File: src/rtl/udp_tx_sched_pkg.sv
// Shared types and helpers for the UDP transmit scheduler.
// Holds the FSM state type, nibble constants and the round-robin pick function.
package udp_tx_sched_pkg;

    typedef enum logic [1:0] {
        IDLE,
        STREAM,
        WAIT_START,
        WAIT_DONE
    } sched_state_t;

    localparam int NIBBLES_PER_BYTE = 2;
    localparam int MAX_REQ          = 8;

    // First set request at or after ptr, wrapping modulo n_req; one-hot result.
    function automatic logic [MAX_REQ-1:0] rr_pick(input logic [MAX_REQ-1:0] req,
                                                   input int ptr,
                                                   input int n_req);
        logic [MAX_REQ-1:0] pick;
        logic               found;
        int                 idx;
        logic [2:0]         sel;
        pick  = '0;
        found = 1'b0;
        for (int k = 0; k < MAX_REQ; k++) begin
            idx = ptr + k;
            if (idx >= n_req) idx = idx - n_req;
            sel = 3'(idx);
            if (k < n_req && !found && req[sel]) begin
                pick[sel] = 1'b1;
                found     = 1'b1;
            end
        end
        return pick;
    endfunction

endpackage

File: src/rtl/udp_tx_scheduler_rr_arbiter.sv
// Combinational round-robin pick: one-hot winner and its index from req and rr_ptr.
module rr_arbiter
    import udp_tx_sched_pkg::*;
#(
    parameter int N_REQ = 4,
    parameter int PTR_W = 2
) (
    input  logic [N_REQ-1:0] req,
    input  logic [PTR_W-1:0] rr_ptr,
    output logic [N_REQ-1:0] pick,
    output logic [PTR_W-1:0] pick_idx
);

    logic [MAX_REQ-1:0] req_ext;
    logic [MAX_REQ-1:0] pick_ext;

    // NOTE: every output gets a default before any conditional write so no latch is inferred.
    always_comb begin
        req_ext              = '0;
        req_ext[N_REQ-1:0]   = req;
        pick_ext             = rr_pick(req_ext, int'(rr_ptr), N_REQ);
        pick                 = pick_ext[N_REQ-1:0];
        pick_idx             = '0;
        for (int i = 0; i < MAX_REQ; i++) begin
            if (pick_ext[i]) pick_idx = PTR_W'(i);
        end
    end

endmodule

File: src/rtl/udp_tx_scheduler.sv
// Round-robin packet scheduler feeding the ethernet_udp_transmit nibble FIFO.
// Optional per-requester statistics are enabled with `define UDP_TX_SCHED_STATS_EN.
module udp_tx_scheduler
    import udp_tx_sched_pkg::*;
#(
    parameter int N_REQ         = 4,
    parameter int PAYLOAD_BYTES = 256,
    parameter int BUSY_TIMEOUT  = 1_000_000
) (
    input  logic                 clk,
    input  logic                 reset,
    input  logic [N_REQ-1:0]     req,
    input  logic [8*N_REQ-1:0]   src_data,
    input  logic [N_REQ-1:0]     src_valid,
    output logic [N_REQ-1:0]     src_ready,
    output logic [N_REQ-1:0]     grant,
    output logic [N_REQ-1:0]     done,
    input  logic                 eth_ready,
    input  logic                 mac_busy,
    input  logic                 wr_full,
    output logic                 wr_en,
    output logic [3:0]           wr_data,
    output logic                 timeout_err
`ifdef UDP_TX_SCHED_STATS_EN
    ,
    output logic [16*N_REQ-1:0]  pkt_count,
    output logic [15:0]          timeout_count
`endif
);

    localparam int PTR_W = (N_REQ > 1)         ? $clog2(N_REQ)         : 1;
    localparam int CNT_W = (PAYLOAD_BYTES > 1) ? $clog2(PAYLOAD_BYTES) : 1;
    localparam int TMO_W = (BUSY_TIMEOUT > 1)  ? $clog2(BUSY_TIMEOUT)  : 1;
    localparam logic [CNT_W-1:0] LAST_BYTE = CNT_W'(PAYLOAD_BYTES - 1);
    localparam logic [TMO_W-1:0] TMO_LAST  = TMO_W'(BUSY_TIMEOUT - 1);
    localparam logic             PHASE_HI  = 1'b0;
    localparam logic             PHASE_LO  = 1'(NIBBLES_PER_BYTE - 1);

    sched_state_t     state;
    logic [PTR_W-1:0] rr_ptr;
    logic [PTR_W-1:0] gidx;
    logic [CNT_W-1:0] byte_cnt;
    logic [TMO_W-1:0] tmo_cnt;
    logic             phase;
    logic [7:0]       byte_q;

    logic [N_REQ-1:0] pick;
    logic [PTR_W-1:0] pick_idx;
    logic [PTR_W-1:0] next_ptr;
    logic [7:0]       cur_byte;

    rr_arbiter #(
        .N_REQ (N_REQ),
        .PTR_W (PTR_W)
    ) u_arb (
        .req      (req),
        .rr_ptr   (rr_ptr),
        .pick     (pick),
        .pick_idx (pick_idx)
    );

    assign cur_byte = src_data[8*gidx +: 8];
    assign next_ptr = (gidx == PTR_W'(N_REQ - 1)) ? '0 : gidx + PTR_W'(1);

    // NOTE: sequential state uses non-blocking assignments so every register samples pre-edge values.
    always_ff @(posedge clk or posedge reset) begin
        if (reset) begin
            state       <= IDLE;
            rr_ptr      <= '0;
            gidx        <= '0;
            byte_cnt    <= '0;
            tmo_cnt     <= '0;
            phase       <= PHASE_HI;
            byte_q      <= '0;
            grant       <= '0;
            src_ready   <= '0;
            done        <= '0;
            wr_en       <= 1'b0;
            wr_data     <= '0;
            timeout_err <= 1'b0;
        end else begin
            src_ready   <= '0;
            done        <= '0;
            wr_en       <= 1'b0;
            timeout_err <= 1'b0;
            case (state)
                IDLE: begin
                    if (eth_ready && |req) begin
                        grant <= pick;
                        gidx  <= pick_idx;
                        phase <= PHASE_HI;
                        state <= STREAM;
                    end
                end
                STREAM: begin
                    if (phase == PHASE_HI) begin
                        if (src_valid[gidx] && !wr_full) begin
                            src_ready <= grant;
                            byte_q    <= cur_byte;
                            wr_en     <= 1'b1;
                            wr_data   <= cur_byte[7:4];
                            phase     <= PHASE_LO;
                        end
                    end else if (!wr_full) begin
                        wr_en   <= 1'b1;
                        wr_data <= byte_q[3:0];
                        phase   <= PHASE_HI;
                        if (byte_cnt == LAST_BYTE) begin
                            byte_cnt <= '0;
                            tmo_cnt  <= '0;
                            state    <= WAIT_START;
                        end else begin
                            byte_cnt <= byte_cnt + 1'b1;
                        end
                    end
                end
                WAIT_START: begin
                    // A MAC that never starts the frame must not wedge the shared port.
                    if (mac_busy) begin
                        state <= WAIT_DONE;
                    end else if (tmo_cnt == TMO_LAST) begin
                        timeout_err <= 1'b1;
                        done        <= grant;
                        rr_ptr      <= next_ptr;
                        grant       <= '0;
                        state       <= IDLE;
                    end else begin
                        tmo_cnt <= tmo_cnt + 1'b1;
                    end
                end
                WAIT_DONE: begin
                    if (!mac_busy) begin
                        done   <= grant;
                        rr_ptr <= next_ptr;
                        grant  <= '0;
                        state  <= IDLE;
                    end
                end
                default: state <= IDLE;
            endcase
        end
    end

`ifdef UDP_TX_SCHED_STATS_EN
    // Counts follow the registered done/timeout pulses; timed-out packets are not completions.
    always_ff @(posedge clk or posedge reset) begin
        if (reset) begin
            pkt_count     <= '0;
            timeout_count <= '0;
        end else if (timeout_err) begin
            timeout_count <= timeout_count + 16'd1;
        end else begin
            for (int i = 0; i < N_REQ; i++) begin
                if (done[i]) pkt_count[16*i +: 16] <= pkt_count[16*i +: 16] + 16'd1;
            end
        end
    end
`endif

endmodule

File: config.mk
export PLATFORM = sky130hd
export DESIGN_NAME = udp_tx_scheduler
export DESIGN_NICKNAME = d
export VERILOG_FILES = /design/src/rtl/udp_tx_sched_pkg.sv /design/src/rtl/udp_tx_scheduler_rr_arbiter.sv /design/src/rtl/udp_tx_scheduler.sv
export SDC_FILE = /design/constraint.sdc
export NUM_CORES = 1
export LEC_CHECK = 0
export CAP_MARGIN = 20
export CORE_ASPECT_RATIO = 2
export CORE_MARGIN = 2
export CORE_UTILIZATION = 40
export CTS_BUF_LIST = sky130_fd_sc_hd__clkbuf_16
export CTS_CLUSTER_SIZE = 30
export DETAILED_ROUTE_END_ITERATION = 7
export HOLD_SLACK_MARGIN = 0.12
export PLACE_DENSITY_LB_ADDON = 0.08
export SYNTH_ARGS = -nofsm -noshare
export SYNTH_HDL_FRONTEND = slang
export SYNTH_HIERARCHICAL = 1
export SYNTH_SLANG_ARGS = --single-unit
File: constraint.sdc
create_clock -name clk -period 2.9 [get_ports clk]
set_clock_uncertainty 0.15 [all_clocks]
set_input_delay 0.58 -clock clk [delete_from_list [all_inputs] [get_ports clk]]
set_output_delay 0.58 -clock clk [all_outputs]
set_load 0.01 [all_outputs]
==> summary.md <==
| Metric | Value |
|---|---|
| RSZ-0062 raised after global routing | false |
| Drt wl/cell | around 17 um |
| Startpoint Class | flip-flop |
| Share of layout cells above drive strength 1 | roughly 18% |
| Pin count of the biggest net entering global routing | 23 |
| CTS tree | done |
| Initial antenna violation count | 0 |
| FF+latch count, synth | 57 |
| Syn Nets | 402 |
| Synthesized area per cell | roughly 10 um^2 |
| Yosys top cell by area | dfrtp_1 |
| Top_reg_cell synth | dfrtp_1 |
| Period utilization | between 80% and 90% |
| Clock latency on the worst-skew pair | approximately 320 ps |
| Post-cts resize count | 0 |
| CP max stage cell | dfrtp_1 |
| Vias per cell | 5.73 |
| Ant. Diodes | 0 |
| Slew at the pin closest to its max-slew limit | 713 ps |
| Core Area | ~8900 um^2 |
| HPWL after DPL | roughly 7.3 mm |
| Hold Crit Class | flip-flop to flip-flop |
| R2R setup slack | between 300 and 400 ps |
| Final TNS setup | 0 ps |
| Initial core utilization | 40.5% |
| Cell count after synthesis | about 350 |
| Kind of end point of the critical path | flip-flop |
| Vias in the first global route | 3137 |
| Synth warn | 6 |
| Critical Path Sink | gidx[0] |
| Row cnt | 49 |
| FF-to-FF Start | rr_ptr[0] |
| Critical Path Start | rr_ptr[0] |
| Area grow syn2layout | 29.3% |
| Clk pin slew, worst setup/hold paths | approximately 50 ps |
| Sink Count | 57 |
| Max Cap Viol | 0 |
| Chip Height | between 100 and 150 um |
| Fin util | 52.4% |
| Crit path largest cell delay | approximately 500 ps |
| VDD IR-drop max | 316 uV |
| GRT overflow | 0 |
| WP data required | slightly below 3000 ps |
| Final Hold Viols | 0 |
| R2R depth | 9 |
| Fmax | 0.396 GHz |
| Post-synth EDFFs | 0 |
| Leakage | a little under 2 nW |
| IO buf count | 62 |
| Area after DPL | 4400 um^2 |
| Library cells used by synthesis | 70 |
| Final Critical Period | approximately 2500 ps |
| Post-CTS setup buffers | 0 |
| Routability cong. | ~0.93 |
| Final Power | approximately 0.0027 W |
| DRT Pass-1 Iters | 4 |
| Cell area after layout | roughly 4700 um^2 |
| Filler Cell Count | slightly above 800 |
| CP delay by family, top | flip-flops |
| Critical-path maximum fanout | 11 |
| Synth Cell Area | between 3000 and 4000 um^2 |
| Sequential area share after synthesis | 39.6% |
| Top-area cell type share of the netlist area | 39.6% |
| Status | completed |
| Buf+Inv Stages, Crit Path | 2 |
| First-pass GRT wire length | around 15 mm |
| Post-synthesis async set-or-reset flop share | 100% |
| Vias | a little over 3000 |
| CP Class | flip-flop to flip-flop |
| Hold_buf cts | 0 |
| Stages on worst setup path | 9 |
| I/O pin count | 63 |
| Reg2reg end | gidx[0] |
| Drt drc | 0 |
| Number of DRC markers in iteration 0 | approximately 210 |
| Total GRT Usage | around a fifth |
| Worst slew margin | between 50% and 60% |
| Worst endpoint data arrival time | 2580 ps |
| Die Span X | slightly above 70 um |
| Max-slew violations | 0 |
| Final setup viols | 0 |
| Post-route ant nets | 0 |
| Nets@finish | 480 |
| H-Tree Depth | 3 |
| Root Driver | clkbuf_16 |
| CP Cell Sequence | inv_1 -> ha_1 -> buf_4 -> nor4b_1 -> o31ai_1 -> o211a_1 -> nand2_1 -> a21oi_2 -> mux2_2 |
| CTS buffer count | 9 |
| Synth top area cells | dfrtp_1 40%, mux4_2 6.9%, ha_1 3.8% |
| Total routed wirelength | 9.19 mm |
| Maximum buffer depth of the clock tree | 2 |
| P per Cell Area | ~570 nW/um^2 |
| Area of the die | around 9800 um^2 |
-- synthesized netlist by cell type (9+ instances only) --
cell type / instances
dfrtp_1: 57
a21oi_1: 15
nor2_1: 21
o21ai_0: 16
and2_1: 11
nand3_1: 16
inv_1: 12
ha_1: 11
mux4_2: 11
nand4_1: 11
nand2_1: 26
mux2i_1: 12
mux2_2: 9
-- where the power goes --
group          total (W)  internal, W  switching (W)
logic           0.000699     0.000419       0.000280
clock network   0.000902     0.000559       0.000343
registers        0.00106     0.000931       0.000128
total            0.00266      0.00191       0.000751
-- cells in the final DEF (no fill, tap or decap), types with 7 or more instances in the layout --
cell	n
a21oi_1	15
a31oi_1	7
and2_1	11
buf_4	19
clkbuf_16	9
clkdlybuf4s50_1	62
dfrtp_1	57
ha_1	11
inv_1	14
mux2_2	9
mux2i_1	12
mux4_2	11
nand2_1	26
nand3_1	16
nand4_1	11
nor2_1	21
nor3_1	7
o21ai_0	16
-- cell families after synthesis --
kind of cell / synth area share, %
and+or+nand+nor: 21.5
buffers and inverters: 4.44
DFF: 39.6
xor gates and xnor gates: 1.22
AOI/OAI and AO/OA: 15.2
muxes: 14.2
adders and majority gates: 3.82
-- how the worst min path moves through the flow --
stage	start	to	cells after the start
5_1_grt	byte_cnt[6]	byte_cnt[6]	1
4_1_cts	byte_cnt[6]	byte_cnt[6]	1
3_5_place_dp	byte_cnt[6]	byte_cnt[6]	1
6_report	byte_cnt[6]	byte_cnt[6]	1
2_1_floorplan	byte_cnt[6]	byte_cnt[6]	1
3_3_place_gp	byte_cnt[6]	byte_cnt[6]	1
-- metal layers --
metal  part of all wire [%]  vias to the layer above  GRT usage, %
li1                       -                     1448             -
met1                     35                     1510          20.8
met2                     58                       62          37.0
met3                    2.4                       24          3.13
met4                    3.9                        0          10.8
met5                      0                        -             0
-- through the flow --
step	hold WS, ps	instances	setup slack (ps)
2_1_floorplan	292	346	388
3_3_place_gp	313	515	88.8
3_5_place_dp	313	515	60.4
4_1_cts	323	531	369
5_1_grt	346	531	196
6_report	320	531	373
-- worst register-to-register path, stage by stage, from the launching register on --
cell and delay, ps:
dfrtp_1 500, inv_1 200, ha_1 350, buf_4 180, nor4b_1 380, o31ai_1 110, o211a_1 150, nand2_1 100
a21oi_2 50, mux2_2 250
-- registers in the layout (all words and copies together) (netlist names) --
name / count
byte_cnt: 8
wr_en: 1
timeout_err: 1
phase: 1
tmo_cnt: 20
byte_q: 4
grant: 4
state: 2
wr_data: 4
done: 4
rr_ptr: 2
src_ready: 4
gidx: 2
-- area by class of cell --
type | instances | area [um^2] | area share (%)
Clock buffer | 9 | 225 | 4.83
Clock inverter | 7 | 31.3 | 0.671
Inverter | 13 | 48.8 | 1.05
Multi-Input combinational cell | 261 | 2020 | 43.3
Sequential cell | 57 | 1430 | 30.6
Tap cell | 102 | 128 | 2.74
Timing Repair Buffer | 82 | 783 | 16.8
(Power assumes the default switching activity.)
